[src/rtl/jkc_pkg.sv]
// Shared definitions for the JK sequencing counter.
//   state_t  : controller states IDLE / STEP / DONE
//   JK_*     : JK input-pair encodings, packed as {J,K}
//   jk_next  : next value of a single JK flip-flop for a given {J,K} pair
package jkc_pkg;

  typedef enum logic [1:0] {
    IDLE = 2'd0,
    STEP = 2'd1,
    DONE = 2'd2
  } state_t;

  localparam logic [1:0] JK_HOLD = 2'b00;
  localparam logic [1:0] JK_CLR  = 2'b01;
  localparam logic [1:0] JK_SET  = 2'b10;
  localparam logic [1:0] JK_TGL  = 2'b11;

  function automatic logic jk_next(input logic cur, input logic [1:0] jk);
    logic res;
    case (jk)
      JK_HOLD: res = cur;
      JK_CLR:  res = 1'b0;
      JK_SET:  res = 1'b1;
      JK_TGL:  res = ~cur;
      default: res = cur;
    endcase
    return res;
  endfunction

endpackage

[src/rtl/jk_excite.sv]
// JK excitation (inverse mapping): given the present and desired next value
// of each bit, produce the J/K pair that moves the flip-flop there. The
// don't-care entries are resolved to 0, so an unchanged bit gets J=K=0.
// Ports:
//   cur : present flip-flop values
//   nxt : desired next values
//   j   : J excitation (set where 0 -> 1)
//   k   : K excitation (clear where 1 -> 0)
module jk_excite #(
  parameter int WIDTH = 4
) (
  input  logic [WIDTH-1:0] cur,
  input  logic [WIDTH-1:0] nxt,
  output logic [WIDTH-1:0] j,
  output logic [WIDTH-1:0] k
);

  assign j = ~cur & nxt;
  assign k = cur & ~nxt;

endmodule

[src/rtl/jk_seq_counter.sv]
// JK-flip-flop counter that steps q toward a latched target one count per
// cycle, then pulses done. The counter bits are JK flip-flops driven only by
// the J/K vectors produced by jk_excite.
// Optional feature: define JKC_DOWN_COUNT_EN to let the counter count down
// when the target is below q at acceptance (direction fixed for the whole
// operation). Without it the counter only counts up, wrapping through 0.
// Ports:
//   clk    : clock, rising edge
//   rst    : synchronous active-high reset
//   start  : request an operation (sampled in IDLE only)
//   target : goal value, latched when start is accepted
//   hold   : freeze q for the cycle while stepping
//   q      : counter value
//   j_vec  : J excitation applied this cycle
//   k_vec  : K excitation applied this cycle
//   busy   : high while stepping
//   done   : one-cycle completion pulse
module jk_seq_counter
  import jkc_pkg::*;
#(
  parameter int WIDTH = 4
) (
  input  logic             clk,
  input  logic             rst,
  input  logic             start,
  input  logic [WIDTH-1:0] target,
  input  logic             hold,
  output logic [WIDTH-1:0] q,
  output logic [WIDTH-1:0] j_vec,
  output logic [WIDTH-1:0] k_vec,
  output logic             busy,
  output logic             done
);

  state_t           state_r;
  state_t           state_nxt;
  logic [WIDTH-1:0] tgt_r;
  logic [WIDTH-1:0] q_r;
  logic [WIDTH-1:0] nxt;
  logic [WIDTH-1:0] j_raw;
  logic [WIDTH-1:0] k_raw;
  logic [WIDTH-1:0] q_jk;
  logic             accept;
  logic             at_tgt;
  logic             step_en;

  assign accept = (state_r == IDLE) && start;
  assign at_tgt = (q_r == tgt_r);

`ifdef JKC_DOWN_COUNT_EN
  logic down_r;

  // q is stable in IDLE, so comparing against it at acceptance is the same
  // as comparing at the first STEP cycle.
  always_ff @(posedge clk) begin
    if (rst) begin
      down_r <= 1'b0;
    end else if (accept) begin
      down_r <= (target < q_r);
    end
  end

  assign nxt = down_r ? (q_r - 1'b1) : (q_r + 1'b1);
`else
  assign nxt = q_r + 1'b1;
`endif

  jk_excite #(.WIDTH(WIDTH)) u_excite (
    .cur (q_r),
    .nxt (nxt),
    .j   (j_raw),
    .k   (k_raw)
  );

  // Excitation only reaches the flip-flops on a real step; gating with rst
  // keeps j/k at zero while reset is being applied.
  assign step_en = (state_r == STEP) && !hold && !at_tgt && !rst;
  assign j_vec   = step_en ? j_raw : '0;
  assign k_vec   = step_en ? k_raw : '0;

  always_comb begin
    q_jk = '0;
    for (int i = 0; i < WIDTH; i++) begin
      q_jk[i] = jk_next(q_r[i], {j_vec[i], k_vec[i]});
    end
  end

  // JK flip-flop bank
  always_ff @(posedge clk) begin
    if (rst) begin
      q_r <= '0;
    end else begin
      q_r <= q_jk;
    end
  end

  always_ff @(posedge clk) begin
    if (rst) begin
      tgt_r <= '0;
    end else if (accept) begin
      tgt_r <= target;
    end
  end

  always_ff @(posedge clk) begin
    if (rst) begin
      state_r <= IDLE;
    end else begin
      state_r <= state_nxt;
    end
  end

  // A held cycle freezes the whole step, including the move to DONE.
  always_comb begin
    state_nxt = state_r;
    case (state_r)
      IDLE:    if (start) state_nxt = STEP;
      STEP:    if (!hold && at_tgt) state_nxt = DONE;
      DONE:    state_nxt = IDLE;
      default: state_nxt = IDLE;
    endcase
  end

  assign q    = q_r;
  assign busy = (state_r == STEP) && !rst;
  assign done = (state_r == DONE) && !rst;

endmodule

[config.mk]
export PLATFORM = sky130hd
export DESIGN_NAME = jk_seq_counter
export DESIGN_NICKNAME = d
export VERILOG_FILES = /design/src/rtl/jkc_pkg.sv /design/src/rtl/jk_excite.sv /design/src/rtl/jk_seq_counter.sv
export SDC_FILE = /design/constraint.sdc
export NUM_CORES = 1
export LEC_CHECK = 0
export CORE_UTILIZATION = 41
export DETAILED_ROUTE_END_ITERATION = 8
export GPL_ROUTABILITY_DRIVEN = 0
export GPL_TIMING_DRIVEN = 0
export HOLD_SLACK_MARGIN = 0.1
export PLACE_DENSITY_LB_ADDON = 0.12
export SETUP_SLACK_MARGIN = 0.1
export SLEW_MARGIN = 10
export SYNTH_ARGS = -nofsm -noshare
export SYNTH_HDL_FRONTEND = slang
export SYNTH_SLANG_ARGS = --single-unit
export TNS_END_PERCENT = 1
[constraint.sdc]
create_clock -name clk -period 1.7 [get_ports clk]
set_input_delay 0.34 -clock clk [delete_from_list [all_inputs] [get_ports clk]]
set_output_delay 0.34 -clock clk [all_outputs]
set_load 0.05 [all_outputs]
==> impl_results.md, run 1 <==
* Worst setup margin at -0.2517 ns
* Dominant cells by area after synthesis: dfxtp_1 35%, mux2i_1 12%, nor2_1 6.0%
* P_leak at 0.4263 nW
* Avg Synthesized Cell Area at 9.772 um2
* Setup TNS Final at -1.590 ns
* Clk buf depth at 2
* Top-area cell type share of the netlist area at 0.3532
* Mapped Cells at 58
* Yosys warns at 0
* Iter 0 DRT Violations at 3
* Most frequent cell after synthesis: dfxtp_1
* RSZ-0062 raised after global routing: yes
* Failing checks: setup timing
* CTS tree: done
* Status: finished with violations
* Min cycle time layout at 1.952 ns
* GR Util All Layers at 0.1864
* Fillers at 108
* Detail Placement HPWL at slightly above 800 um
* Compound-Gate Fraction of Synth Area at 0.05298
* Initial antenna violation count at 0
* Sequential power share at 0.482
* Final setup fails at 8
* Setup Skew at 0.008606 ns
* CTS buffer count at 3
* Yosys reg bits at 10
* Int Power at 0.3775 mW
* Main synth FF type: dfxtp_1
* Startpoint type of the worst setup path: input pin
* Crit Path Category: in2out
* Largest net degree at the start of global routing at 11
* Final Instance Area at 913.4 um2
* Post-Layout Cell Count at 100
* Sw Share at 0.2892
* Worst Path Required at 1.36 ns
* Final Hold Vio Count at 0
* Die height at 39.18 um
* Core area at 0.001301 mm2
* Clk root buf: clkbuf_4
* Seq. cell area at 219.0 um2
* Slew of the pin with the lowest slew margin at 0.4834 ns
* Final Net Count at 95
* Post-Synth XOR/XNOR Area at 0.07726
* Main combinational cell family by area after synthesis: simple AND/OR/NAND/NOR gates
* Clk pwr share at 0.318
* Rel. slew slack at 0.6790
* Async SR Flop Fraction at 0
* Starting Density at 0.4356
* Final wirelength at between 1000 and 1500 um
* Final worst-path cycle share at 1.148
* Hold Path Class: reg2reg
* Comb power frac at 0.200
* Syn Nets at 66
* Synth Cell Area at between 500 and 600 um2
* Wire per inst at 11.33 um
* Die Span X at between 30 and 40 um
* First-pass GRT wire length at about 1800 um
* Reg clk slew, reported paths at 0.07 ns
* ANT nets after route at 0
* H-tree Lvls at 1
* Multi-input combinational cell area at between 300 and 400 um2
* Core Util, Final at 0.7019
* Simple-gate share of the synthesized area at 0.3333
* Layout cell share with drive strength beyond 1 at 0.4941
* Post-synthesis mux area share at 0.1236
* Drt pass-1 iters at 3
* Synth Area in Adders at 0
* Die Area at 0.001535 mm2
* Worst ir drop on vdd at 339.1 uV
* WHS at 0.4897 ns
* Total congestion overflow at 0
* Pwr per Cell Area at between 500 and 600 mW/mm2
* Io pins at 22
* Synth unique cells at 26
* Crit path DAT at around 1.6 ns
* Pre-CTS WS at -1.045 ns
* N_diodes at 0
* Cts hold-fix bufs at 0
* Psw at ~0.15 mW
* Clock Latency Late Sink at 0.28 ns
* CTS sink count at 10
* # port buffers at 21
* Post-synth top cells: 10 x dfxtp_1, 9 x nor2_1, 7 x mux2i_1, 3 x inv_1, 3 x xnor2_1
* Worst Path Max Fanout at 5
* Vias in the first global route at 411
* Post-synth EDFFs at 0
* Syn-to-layout area delta at 61.15%
* Cell taking the most area after synthesis: dfxtp_1
* Placed Area at slightly above 800 um2
* Cells after DPL at 94
* Via count at 492
* DRC at 0
* Row count at 13
* Worst Setup End Kind: output port
* Post-synthesis sequential area ratio at 0.3532
* Via density per instance at 4.920
* Peak Freq at between 0.5 and 0.6 GHz
* Slew Limit Fails at 0
* Max-cap viol count at 0
* Pwr Total at around 0.53 mW
==> metal layers <==
layer / global-route usage / part of all wire
met3: 0.08671 / 0.060
met2: 0.2917 / 0.50
met1: 0.2049 / 0.42
met4: 0.1034 / 0.022
met5: 0 / 0
==> power by group through the flow <==
stage / Clock (mW) / Combinational, mW / Sequential [mW]
2_1_floorplan: 0 / 0.0613 / 0.266
3_3_place_gp: 0 / 0.0954 / 0.265
3_5_place_dp: 0 / 0.0973 / 0.265
4_1_cts: 0.180 / 0.104 / 0.256
5_1_grt: 0.185 / 0.113 / 0.257
6_report: 0.169 / 0.106 / 0.256
==> final cells by class <==
class / instances / share of cell area
Sequential cell: 10 / 0.2397
Clock buffer: 3 / 0.02466
Inverter: 3 / 0.01233
Tap cell: 15 / 0.02055
Timing Repair Buffer: 24 / 0.2589
Buffer: 3 / 0.02603
Multi-Input combinational cell: 42 / 0.4178
==> sequential cells by signal, summed over array words and instances (netlist names) <==
register and cells:
tgt_r 4, state_r 2, q 4
==> timing repair <==
item,in CTS,in global routing
pin swaps,6,2
resized for setup,87,14
endpoints found under the setup margin,14,11
setup buffers,3,0
==> worst max-delay path, stage by stage <==
cell	delay [ns]
clkdlybuf4s15_1	0.22
nor4b_4	0.41
and4_4	0.31
and3_4	0.19
buf_8	0.14
==> path summary, 6_finish.rpt <==
kind | end | cells past startpoint | from | slack [ns]
worst max-delay path | k_vec[3] | 5 | rst | -0.25
worst min-delay path | q[2]$_SDFFE_PP0P_ | 1 | q[2]$_SDFFE_PP0P_ | 0.49
worst max register to register | state_r[0]$_SDFFE_PP0P_ | 4 | state_r[1]$_SDFFE_PP0P_ | 0.30
worst min register to register | q[2]$_SDFFE_PP0P_ | 1 | q[2]$_SDFFE_PP0P_ | 0.49
==> cell families (layout without fill, tap and decap cells) <==
kind of cell / count (synthesis) / count (layout)
AO/OA/AOI/OAI: 3 / 3
multiplexers: 7 / 7
AND/OR/NAND/NOR: 27 / 27
flip-flops: 10 / 10
buffers and inverters: 6 / 33
XOR/XNOR: 5 / 5
==> cell usage in the layout, fill, tap and decap left out, drive strengths merged, types with 2 or more instances in the layout <==
cell type and count:
clkdlybuf4s50 5, clkbuf 4, dfxtp 10, buf 16, or2b 2, inv 3, xnor2 3, mux2i 7
clkdlybuf4s15 2, nor2 9, nand2 3, and3 3, dlygate4sd2 3, xor2 2, nor3b 3
Power figures use the tool's default switching activity.
==> run 2, diff against run 1 <==
--- a/config.mk
+++ b/config.mk
@@ -5,11 +5,11 @@
 export SDC_FILE = /design/constraint.sdc
 export NUM_CORES = 1
 export LEC_CHECK = 0
-export CORE_UTILIZATION = 41
+export CORE_UTILIZATION = 40
 export DETAILED_ROUTE_END_ITERATION = 8
 export GPL_ROUTABILITY_DRIVEN = 0
 export GPL_TIMING_DRIVEN = 0
-export HOLD_SLACK_MARGIN = 0.1
+export HOLD_SLACK_MARGIN = 0.08
 export PLACE_DENSITY_LB_ADDON = 0.12
 export SETUP_SLACK_MARGIN = 0.1
 export SLEW_MARGIN = 10
==> run 2 against run 1 <==
The flow still finishes with violations (setup timing). Fmax grew 0.17%. Clock skew shrank 0.0074 ns. Non-clock buffer count grew 3. Critical endpoint is now j_vec[1]. Design area grew 5.1%. Clock power grew 33%. Largest cell class unchanged. Largest power group unchanged.
==> impl_results.md, run 2 (synthesized netlist as in run 1, its figures left out) <==
* Setup TNS Final at -1.749 ns (-0.1586 ns)
* DRC at 0 (unchanged)
* GR Util All Layers at 0.1710 (-0.01539)
* Commonest cells after routing, fill and taps aside: 9 x buf_4, 7 x nor2_1, 7 x mux2i_1
* Starting Density at 0.4302 (-0.005378)
* Die Area at 0.001571 mm2 (+2.4%)
* Max-cap viol count at 0 (unchanged)
* Largest net degree at the start of global routing at 11 (unchanged)
* ANT nets after route at 0 (unchanged)
* N_diodes at 0 (unchanged)
* Iter 0 DRT Violations at 6 (+3)
* RSZ-0062 raised after global routing: yes
* Placed Area at 804.5 um2 (unchanged)
* Crit Path Category: reg2out
* Worst Path Max Fanout at 6 (+1)
* Worst Path Required at 1.36 ns (about the same)
* Startpoint type of the worst setup path: flop
* Rel. slew slack at 0.6801 (+0.001085)
* Setup Skew at 0.001252 ns (-0.007353 ns)
* Core area at 0.001318 mm2 (+1.2%)
* Clock Latency Late Sink at 0.27 ns (about the same)
* Wire per inst at 12.18 um (+7.5%)
* H-tree Lvls at 1 (unchanged)
* Row count at 13 (unchanged)
* Total congestion overflow at 0 (unchanged)
* Syn-to-layout area delta at 69.32%
* Slew Limit Fails at 0 (unchanged)
* Final worst-path cycle share at 1.146 (-0.001940)
* Via density per instance at 5.000 (+1.6%)
* Sw Share at 0.2756 (-0.01360)
* Via count at 520 (+5.7%)
* Top layer in use: met4
* Clk pwr share at 0.375 (+0.057)
* Failing checks: setup timing
* P_leak at 0.4518 nW (+6.0%)
* Die height at 39.64 um (+1.2%)
* Pwr per Cell Area at 623.5 mW/mm2 (+7.3%)
* Comb power frac at 0.188 (-0.012)
* Initial antenna violation count at 0 (unchanged)
* Commonest non-fill, non-tap cell in the layout: buf_4
* Slew of the pin with the lowest slew margin at 0.4818 ns (-0.001634 ns)
* Fillers at 112 (+3.7%)
* Pwr Total at 0.5984 mW (+13%)
* Die Span X at 39.64 um (+1.2%)
* Layout cell share with drive strength beyond 1 at 0.5056 (+0.01150)
* CTS tree: done
* Sequential power share at 0.437 (-0.045)
* Reg clk slew, reported paths at 0.07 ns (about the same)
* Clk buf depth at 2 (unchanged)
* CTS sink count at 10 (unchanged)
* Worst Setup End Kind: output port
* Clk root buf: clkbuf_4
* First-pass GRT wire length at 1711 um (-4.3%)
* Detail Placement HPWL at 829.1 um (+2.6%)
* Routed wl met3 at 36 um (-47%)
* Min cycle time layout at 1.948 ns (-0.003298 ns)
* Worst ir drop on vdd at 475.8 uV (+40%)
* Final Net Count at 98 (+3.2%)
* # port buffers at 21 (unchanged)
* Pre-CTS WS at -1.081 ns (-0.03654 ns)
* Met1 wire length at 568 um (+20%)
* Int Power at 0.4335 mW (+15%)
* Final Hold Vio Count at 0 (unchanged)
* Vias in the first global route at 413 (+0.49%)
* Io pins at 22 (unchanged)
* Crit path DAT at 1.61 ns (about the same)
* Met2 WL at 649 um (+14%)
* Final wirelength at 1267 um (+12%)
* Hold Path Class: reg2reg
* Psw at 0.1649 mW (+7.4%)
* Core Util, Final at 0.7284 (+0.02647)
* Status: finished with violations
* Peak Freq at 0.5132 GHz (+0.17%)
* Worst setup margin at -0.2484 ns (+0.003298 ns)
* Drt pass-1 iters at 6 (+3)
* Final setup fails at 8 (unchanged)
* Final Instance Area at 959.7 um2 (+5.1%)
* CTS buffer count at 3 (unchanged)
==> run 2: final cells by class <==
class | instances | area, um2 | area share
Buffer | 3 | 26.28 | 0.02738
Clock buffer | 4 | 36.28 | 0.03781
Timing Repair Buffer | 27 | 266.5 | 0.2777
Tap cell | 15 | 18.77 | 0.01956
Multi-Input combinational cell | 42 | 387.9 | 0.4042
Sequential cell | 10 | 212.7 | 0.2216
Inverter | 3 | 11.26 | 0.01173
==> run 2: power groups by stage <==
stage / combinational, mW / clock (mW) / sequential, mW
after detailed placement: 0.0976 / 0 / 0.265
after CTS: 0.102 / 0.230 / 0.260
after global routing: 0.120 / 0.238 / 0.264
final: 0.112 / 0.224 / 0.262
after global placement: 0.0965 / 0 / 0.265
after floorplan: 0.0613 / 0 / 0.266
==> run 2: through the flow <==
stage | hold slack (ns) | cells
global placement | 0.4857 | 94
detailed placement | 0.4902 | 94
finish | 0.5196 | 104
global route | 0.5363 | 104
CTS | 0.5209 | 99
floorplan | 0.4819 | 58
==> run 2: worst paths after layout <==
kind | startpoint | to | slack (ns) | depth (start not counted)
hold reg to reg | q[2]$_SDFFE_PP0P_ | q[2]$_SDFFE_PP0P_ | 0.52 | 1
hold / removal | q[2]$_SDFFE_PP0P_ | q[2]$_SDFFE_PP0P_ | 0.52 | 1
setup / recovery | q[2]$_SDFFE_PP0P_ | j_vec[1] | -0.25 | 6
setup reg to reg | q[2]$_SDFFE_PP0P_ | q[0]$_SDFFE_PP0P_ | 0.14 | 7
==> run 2: worst max-delay path, stage by stage (launching register included) <==
cell,delay (ns)
dfxtp_2,0.41
xnor2_2,0.14
nand4_2,0.15
and3_1,0.23
buf_6,0.11
and2b_1,0.15
buf_6,0.15
==> run 2: what timing repair did <==
action	CTS	global route
buffers inserted	1	5
setup endpoints to repair	14	12
resized for setup	87	9
pin swaps	5	3
hold buffers	0	0
gates cloned	0	0
==> run 2: metal layers <==
layer,GRT usage,vias to the layer above
met5,0,-
met4,0.1034,0
met3,0.05114,2
met2,0.2746,12
met1,0.1952,243
li1,-,263
